==> src/rtl/dmul_rot_lfsr_param.sv <==
// Rotating-LFSR stochastic multiplier with start/busy/done handshake.
// The A generator steps every compare cycle. The B generator steps once per
// full A period. A full-length run therefore visits every (rA, rB) pair exactly
// once and returns the exact product count.
//
// state  | meaning
// -------+-------------------------------------------------------------
// IDLE   | waiting for i_start; o_count holds the last result
// RUN    | one compare per cycle until the down-counter reaches zero
// DONE   | one-cycle o_done pulse; i_start here starts the next run
module dmul_rot_lfsr_param #(
   parameter int W  = 8,
   parameter int CW = 2 * W
) (
   input  logic          clk,
   input  logic          rst_n,
   input  logic          i_start,
   input  logic [W-1:0]  i_a,
   input  logic [W-1:0]  i_b,
   input  logic [W-1:0]  i_seed_a,
   input  logic [W-1:0]  i_seed_b,
   input  logic          i_bipolar,
   input  logic [CW-1:0] i_len,
   output logic          o_busy,
   output logic          o_done,
   output logic [CW-1:0] o_count
);

   typedef enum logic [1:0] {
      S_IDLE = 2'd0,
      S_RUN  = 2'd1,
      S_DONE = 2'd2
   } state_t;

   // Maximal-length feedback masks for a shift-left Fibonacci LFSR, indexed by W.
   localparam logic [15:0] TAPS16 =
      (W == 4)  ? 16'h000C :
      (W == 5)  ? 16'h0014 :
      (W == 6)  ? 16'h0030 :
      (W == 7)  ? 16'h0060 :
      (W == 8)  ? 16'h00B8 :
      (W == 9)  ? 16'h0110 :
      (W == 10) ? 16'h0240 :
      (W == 11) ? 16'h0500 :
      (W == 12) ? 16'h0829 :
      (W == 13) ? 16'h100D :
      (W == 14) ? 16'h2015 :
      (W == 15) ? 16'h6000 :
                  16'hD008;
   localparam logic [W-1:0] TAP_MASK = TAPS16[W-1:0];

   // A full run is P*P compare cycles, where P = 2^W-1. That value always fits in CW bits.
   localparam longint unsigned P_L    = (longint'(1) << W) - longint'(1);
   localparam logic [CW-1:0]   FULL_N = CW'(P_L * P_L);
   localparam logic [W-1:0]    ONE_W  = {{(W-1){1'b0}}, 1'b1};

   function automatic logic [W-1:0] lfsr_next(input logic [W-1:0] s);
      return {s[W-2:0], ^(s & TAP_MASK)};
   endfunction

   state_t        state_q, state_d;
   logic [W-1:0]  a_q, a_d;
   logic [W-1:0]  b_q, b_d;
   logic [W-1:0]  seed_a_q, seed_a_d;
   logic          bip_q, bip_d;
   logic [CW-1:0] rem_q, rem_d;
   logic [W-1:0]  ra_q, ra_d;
   logic [W-1:0]  rb_q, rb_d;
   logic [CW-1:0] count_q, count_d;

   logic [W-1:0]  seed_a_in, seed_b_in, ra_nxt, rb_nxt;
   logic          sa, sb, prod_bit, accept;

   // Next-state, datapath and handshake decode.
   always_comb begin
      state_d  = state_q;
      a_d      = a_q;
      b_d      = b_q;
      seed_a_d = seed_a_q;
      bip_d    = bip_q;
      rem_d    = rem_q;
      ra_d     = ra_q;
      rb_d     = rb_q;
      count_d  = count_q;

      // A zero seed would lock the LFSR at zero, so it is replaced by 1.
      seed_a_in = (i_seed_a == '0) ? ONE_W : i_seed_a;
      seed_b_in = (i_seed_b == '0) ? ONE_W : i_seed_b;
      ra_nxt    = lfsr_next(ra_q);
      rb_nxt    = lfsr_next(rb_q);
      sa        = (a_q >= ra_q);
      sb        = (b_q >= rb_q);
      prod_bit  = bip_q ? ~(sa ^ sb) : (sa & sb);
      accept    = i_start && (state_q != S_RUN);

      case (state_q)
         S_IDLE, S_DONE: begin
            if (accept) begin
               a_d      = i_a;
               b_d      = i_b;
               seed_a_d = seed_a_in;
               bip_d    = i_bipolar;
               rem_d    = (i_len == '0) ? FULL_N : i_len;
               ra_d     = seed_a_in;
               rb_d     = seed_b_in;
               count_d  = '0;
               state_d  = S_RUN;
            end else if (state_q == S_DONE) begin
               state_d = S_IDLE;
            end
         end
         S_RUN: begin
            if (rem_q == '0) begin
               state_d = S_DONE;
            end else begin
               count_d = count_q + {{(CW-1){1'b0}}, prod_bit};
               rem_d   = rem_q - 1'b1;
               ra_d    = ra_nxt;
               // When the A generator is about to return to its seed, it has completed one full period.
               if (ra_nxt == seed_a_q) begin
                  rb_d = rb_nxt;
               end
            end
         end
         default: state_d = S_IDLE;
      endcase
   end

   // State and datapath registers.
   always_ff @(posedge clk or negedge rst_n) begin
      if (!rst_n) begin
         state_q  <= S_IDLE;
         a_q      <= '0;
         b_q      <= '0;
         seed_a_q <= ONE_W;
         bip_q    <= 1'b0;
         rem_q    <= '0;
         ra_q     <= ONE_W;
         rb_q     <= ONE_W;
         count_q  <= '0;
      end else begin
         state_q  <= state_d;
         a_q      <= a_d;
         b_q      <= b_d;
         seed_a_q <= seed_a_d;
         bip_q    <= bip_d;
         rem_q    <= rem_d;
         ra_q     <= ra_d;
         rb_q     <= rb_d;
         count_q  <= count_d;
      end
   end

   assign o_busy  = (state_q == S_RUN);
   assign o_done  = (state_q == S_DONE);
   assign o_count = count_q;

endmodule
==> config.mk <==
export PLATFORM = sky130hd
export DESIGN_NAME = dmul_rot_lfsr_param
export DESIGN_NICKNAME = d
export VERILOG_FILES = /design/src/rtl/dmul_rot_lfsr_param.sv
export SDC_FILE = /design/constraint.sdc
export NUM_CORES = 1
export LEC_CHECK = 0
export BUFFER_PORTS_ARGS = -buffer_cell sky130_fd_sc_hd__clkbuf_2
export CORE_UTILIZATION = 40
export DETAILED_ROUTE_END_ITERATION = 7
export PLACE_DENSITY = 0.64
export SYNTH_ARGS = -nofsm -noshare
export SYNTH_HDL_FRONTEND = slang
export SYNTH_SLANG_ARGS = --single-unit
==> constraint.sdc <==
create_clock -name clk -period 3.24 [get_ports clk]
set_input_delay 0.486 -clock clk [delete_from_list [all_inputs] [get_ports clk]]
set_output_delay 0.486 -clock clk [all_outputs]
set_load 0.02 [all_outputs]
# Word level (Yosys, flattened, before mapping)
# Cells that the tools add are included.
word_totals:
  elab_cells: 60
  ff_bits: 75
  out_inout_bits: 18
classes:
  n_mux: 21
  n_bitwise: 3
  n_eq_ne: 9
  addsub: 2
  magnitude_cmp: 2
  reduce_logical: 14
ops:
  columns: ["operator", "count"]
  rows:
  - ["$mux W16", 5]
  - ["$pmux W16 S2", 2]
  - ["$mux W8", 7]
  - ["$logic_not A16 Y1", 2]
  - ["$pmux W8 S2", 2]
  - ["$add A16 B1 Y16", 1]
  - ["$ge A8 B8 Y1", 2]
  - ["$logic_not A8 Y1", 2]
  - ["$reduce_xor A8 Y1", 2]
  - ["$sub A16 B1 Y16 const B", 1]
  - ["$eq A8 B8 Y1", 1]
  - ["$mux W2", 3]
  - ["$ne A2 B1 Y1 const B", 3]
  - ["$ne A2 B2 Y1 const B", 2]
  - ["$pmux W2 S2", 1]
  - ["$reduce_and A2 Y1", 2]
  - ["$reduce_and A4 Y1", 1]
  - ["$ne A3 B3 Y1 const B", 1]
  - ["$reduce_and A3 Y1", 1]
  - ["$eq A2 B1 Y1 const B", 1]
  - ["$eq A2 B2 Y1 const B", 1]
  - ["$logic_not A2 Y1", 1]
  - ["$reduce_bool A2 Y1", 1]
  - ["$reduce_or A2 Y1", 1]
  - ["other kinds (5)", 5]

# Depth between registers and ports, before layout
depth:
  depth_word: 7
  ltp_mapped: 17
  mapped_depth_nobuf: 17

# Worst setup path after synthesis
# Ideal clock, no wire load.
synth_timing:
  kind: "flip-flop to flip-flop"
  start: "register ra_q[0]"
  end: "register count_q[12] (netlist: o_count[12])"
  path_slack_ps: 51
  path_buffers: 0
  required_time_ps: 3108
  arrival_time_ps: 3057
  setup_ps: 132
  path_stages_with_launch: 15
  path_cell_list: "dfstp_2 ha_1 nand2b_1 a21oi_1 nor2b_1 o21ai_0 a21oi_1 o41a_1 ha_1 a21oi_1 ha_1 nand4_1 a2111oi_0 xnor2_1 nor2_1"
synth_via:
  elab_chain_len: 7
  word_cells_on_any_way: 8
  classes_between: "add/sub: 1; order compare: 1; mux: 3; bitwise: 3"
synth_rtl:
  columns: ["element", "line_no", "text"]
  rows:
  - ["from (decl)", "67", "logic [W-1:0] ra_q, ra_d;"]
  - ["from (signal assigned)", "148", "ra_q <= ra_d;"]
  - ["$ge A8 B8 Y1 (*)", "91", "sa = (a_q >= ra_q);"]
  - ["$xor A1 B1 Y1", "93", "prod_bit = bip_q ? ~(sa ^ sb) : (sa & sb);"]
  - ["$not A1 Y1", "93", null]
  - ["$mux W1 (*)", "93", null]
  - ["$add A16 B1 Y16 (*)", "116", "count_d = count_q + {{(CW-1){1'b0}}, prod_bit};"]
  - ["$mux W16 (*)", "113", "if (rem_q == '0) begin"]
  - ["$pmux W16 S2 (*)", "96", "case (state_q)"]
  - ["to (signal assigned)", "150", "count_q <= count_d;"]
  - ["to (decl)", "69", "logic [CW-1:0] count_q, count_d;"]
# Mark *: on every way between the ends. The rest lies on a longest branch, timed or not. The select of a mux whose other input is x is not followed.
# A chain may end at the register's enable or synchronous reset.

# Final worst setup path
layout_timing:
  start: "register rb_q[0]"
  end: "register count_q[15] (netlist: o_count[15])"
layout_via:
  elab_chain_len: 7
  word_cells_on_any_way: 8
  classes_between: "add/sub: 1; order compare: 1; mux: 3; bitwise: 3"
layout_rtl:
  columns: ["element", "line_no", "text"]
  rows:
  - ["from (decl)", "68", "logic [W-1:0] rb_q, rb_d;"]
  - ["from (signal assigned)", "149", "rb_q <= rb_d;"]
  - ["$ge A8 B8 Y1 (*)", "92", "sb = (b_q >= rb_q);"]
  - ["$xor A1 B1 Y1", "93", null]
  - ["$not A1 Y1", "93", null]
  - ["$mux W1 (*)", "93", null]
  - ["$add A16 B1 Y16 (*)", "116", null]
  - ["$mux W16 (*)", "113", null]
  - ["$pmux W16 S2 (*)", "96", null]
# Marks and branches as above.

==> metrics <==
initial core utilization=0.411; drt first pass iters=5; post-synthesis adder-cell area fraction=0.0593; site row count=37; Req. time, crit path=3.52 ns; Tmin final=3.27 ns; Placed Area=4730 µm²; Setup crit end=o_count[15]$_DFFE_PN0P_; initial antenna violation count=0; Rel. slew slack=0.343; Total Routing Usage GR=0.192; Mapped Area=4220 µm²; post-synthesis cell type count=48; largest family of logic cells by synthesized area=simple AND/OR/NAND/NOR gates; reg2reg setup slack=-0.03 ns; Post-synth EDFFs=0; final setup margin=-0.0321 ns; Syn Inst Count=493; fmax=306 MHz; Post-synth top cells=111 x nand2_1, 72 x dfrtp_1, 55 x nor2_1; Yosys top cell area share=0.427; CTS buffer count=9; clock latency on the worst-skew pair=0.35 ns; # IOs=70; total power=~0.0037 W; synthesized-area fraction occupied by and/or/nand/nor cells=0.241; hold crit path type=primary input to asynchronous set/reset pin; PortBufs=between 60 and 70; Lkg Pwr=2.39 nW; CP Data Arrival Time=3.55 ns; H-tree levels=3; Root Buffer=clkbuf_8; worst reg2reg path endpoint=o_count[15]$_DFFE_PN0P_; pin count of the biggest net entering global routing=39; worst r2r src=rb_q[0]$_DFFE_PN1P_; fill count=between 1000 and 1500; max-cap check violation count=0; Final Setup Violations=2; clk sinks=between 70 and 80; Synth Area in XOR/XNOR=0.0560; CP max FO=2; TritonCTS clock tree=done; Worst Max-Slew Pin Slew=0.985 ns; Die Ht=105 µm; CP Capture Type=flop; area of the multi-input gates=2190 µm²; unrepaired setup endpoints after global routing=true; Place WS=-0.103 ns; P per Cell Area=between 700 and 800 nW/µm²; RD Place Congestion=0.798; layout cells sized above 1=0.222; Slew Limit Fails=0; slowest stage delay, CP=0.56 ns; Warnings, synthesis=0; Final Hold Vio Count=0; Avg Cell Area, Syn=8.56 µm²; Final Instance Area=4990 µm²; clk_skew=0.0107 ns; most frequent cell after synthesis=nand2_1; cell taking the most area after synthesis=dfrtp_1; mux contribution to synthesized area=0.00593; diodes inserted=0; die width=105 µm; startpoint types=flop; DP Wirelength=7050 µm; Worst Path Class, Setup=flop to flop; post-synthesis compound-gate area fraction=0.144; violated checks=negative setup slack; core area=10300 µm²; first-pass GRT wire length=~17000 µm; worst reg-to-reg path cell count=15; Synth area leaders=dfrtp_1 43%, nand2_1 9.9%, ha_1 5.9%; share of async-settable or async-resettable flops after synthesis=1.00; fin nets=635; drt wl/cell=14.0 µm; period utilization=1.01; critical path's slowest cell=dfstp_2; status=complete, but fails checks; worst-case hold slack=~0.21 ns; Yosys reg bits=75; drt total wl=9860 µm; Post-route DRC=0; Antenna Violating Nets Remaining=0; clk slew on worst S/H paths=around 0.08 ns; Net Count, Synth=565; Synth Flop Type=dfrtp_1; 1st-iter DRT viols=162; detailed-route via count=3624; global route overflow=0; Critical Path Source=rb_q[0]$_DFFE_PN1P_; Area growth syn-to-layout=18.2%; FF+latch area=1880 µm²; VDD IR max=334 µV; vias in the first global route=~3400; maximum root-to-sink buffer count=2; die area=approximately 11000 µm²; Critical Path, Cell by Cell=ha_4, nand2b_4, a21oi_2, nor2b_1, o21ai_1, a21oi_1, o41a_1, ha_1, a21oi_2, buf_4, ha_4, and4_4, nand3_1, or3_1, a21oi_1; DR vias/cell=between 5 and 6; Seq/Total Area, Yosys=0.446
critical path, delay by kind of cell (launching register included):
family,cells,cell delay (ns)
DFF,1,0.56
and+or+nand+nor,5,0.80
buffers and inverters,1,0.14
adders and majority gates,3,0.63
AOI/OAI and AO/OA,6,1.06
timing repair:
action | CTS | global route
setup endpoints to repair | 2 | 5
gates resized for setup | 4 | 8
setup buffers | 1 | 1
hold buffers | 0 | 0
pin swaps | 1 | 10
cell type report:
type / instances / share of cell area
inverters: 24 / 0.0181
clock buffers: 9 / 0.0248
repair buffers: 82 / 0.0921
flip-flops and latches: 75 / 0.377
clock inverters: 7 / 0.0138
well taps: 136 / 0.0341
multi-input cells: 371 / 0.440
stage by stage:
stage	TNS, ns	std cells	util
final	-0.0465	704	0.485
after global routing	-0.640	704	0.485
after CTS	0	703	0.480
after detailed placement	-0.166	686	0.460
after global placement	-0.0124	686	0.460
after floorplan	0	493	-
worst min-delay path by stage:
| stage | startpoint | end | slack (ns) | depth (start not counted) |
|---|---|---|---|---|
| final | rst_n | o_count[7]$_DFFE_PN0P_ | 0.21 | 1 |
| after global routing | rst_n | o_count[7]$_DFFE_PN0P_ | 0.25 | 1 |
| after CTS | rst_n | o_count[7]$_DFFE_PN0P_ | 0.23 | 1 |
| after detailed placement | b_q[1]$_DFFE_PN0P_ | b_q[1]$_DFFE_PN0P_ | 0.48 | 2 |
| after global placement | seed_a_q[0]$_DFFE_PN1P_ | seed_a_q[0]$_DFFE_PN1P_ | 0.48 | 2 |
| after floorplan | rst_n | a_q[0]$_DFFE_PN0P_ | 0.19 | 0 |
state kept, by name, indices dropped and copies added, names as in the netlist:
| name | count |
|---|---|
| a_q | 8 |
| b_q | 8 |
| bip_q | 1 |
| o_count | 16 |
| ra_q | 8 |
| rb_q | 8 |
| rem_q | 16 |
| seed_a_q | 8 |
| state_q | 2 |
report_power, final:
part,switching (W),total (W),internal [W]
registers,0.000308,0.00158,0.00127
logic,0.000772,0.00145,0.000682
clock network,0.000368,0.000721,0.000353
routing by layer:
| layer | GRT usage | vias to the layer above | wire length [µm] | share of wire |
|---|---|---|---|---|
| met5 | 0 | - | 0 | 0 |
| met1 | 0.272 | 1696 | 4960 | 0.50 |
| li1 | - | 1820 | - | - |
| met2 | 0.289 | 94 | 4330 | 0.44 |
| met4 | 0.0634 | 0 | 127 | 0.013 |
| met3 | 0.0430 | 14 | 444 | 0.045 |
cells in the final DEF (no fill, tap or decap), types with 4 or more instances in the layout:
cell / count
xnor2_1: 13
dfrtp_1: 72
o21ai_2: 6
nand2_1: 111
nand3_1: 10
nand2b_1: 5
nor3_1: 7
clkbuf_2: 68
and3_1: 4
inv_1: 23
nand4_1: 8
o21ai_0: 30
nor4_1: 9
nor2_1: 55
a21oi_1: 22
xor2_1: 14
ha_1: 18
o41a_1: 4
or3_1: 4
buf_4: 11
clkbuf_8: 9
a31oi_1: 11
logic make-up (layout without fill, tap and decap cells):
logic type	Yosys count	count (layout)
adder cells (fa/ha/maj)	20	20
multiplexers	2	2
XOR/XNOR	27	27
buffers and inverters	47	122
flip-flops	75	75
AND/OR/NAND/NOR	227	227
AO/OA/AOI/OAI	95	95
No activity file was read; power rests on OpenSTA's default activity.
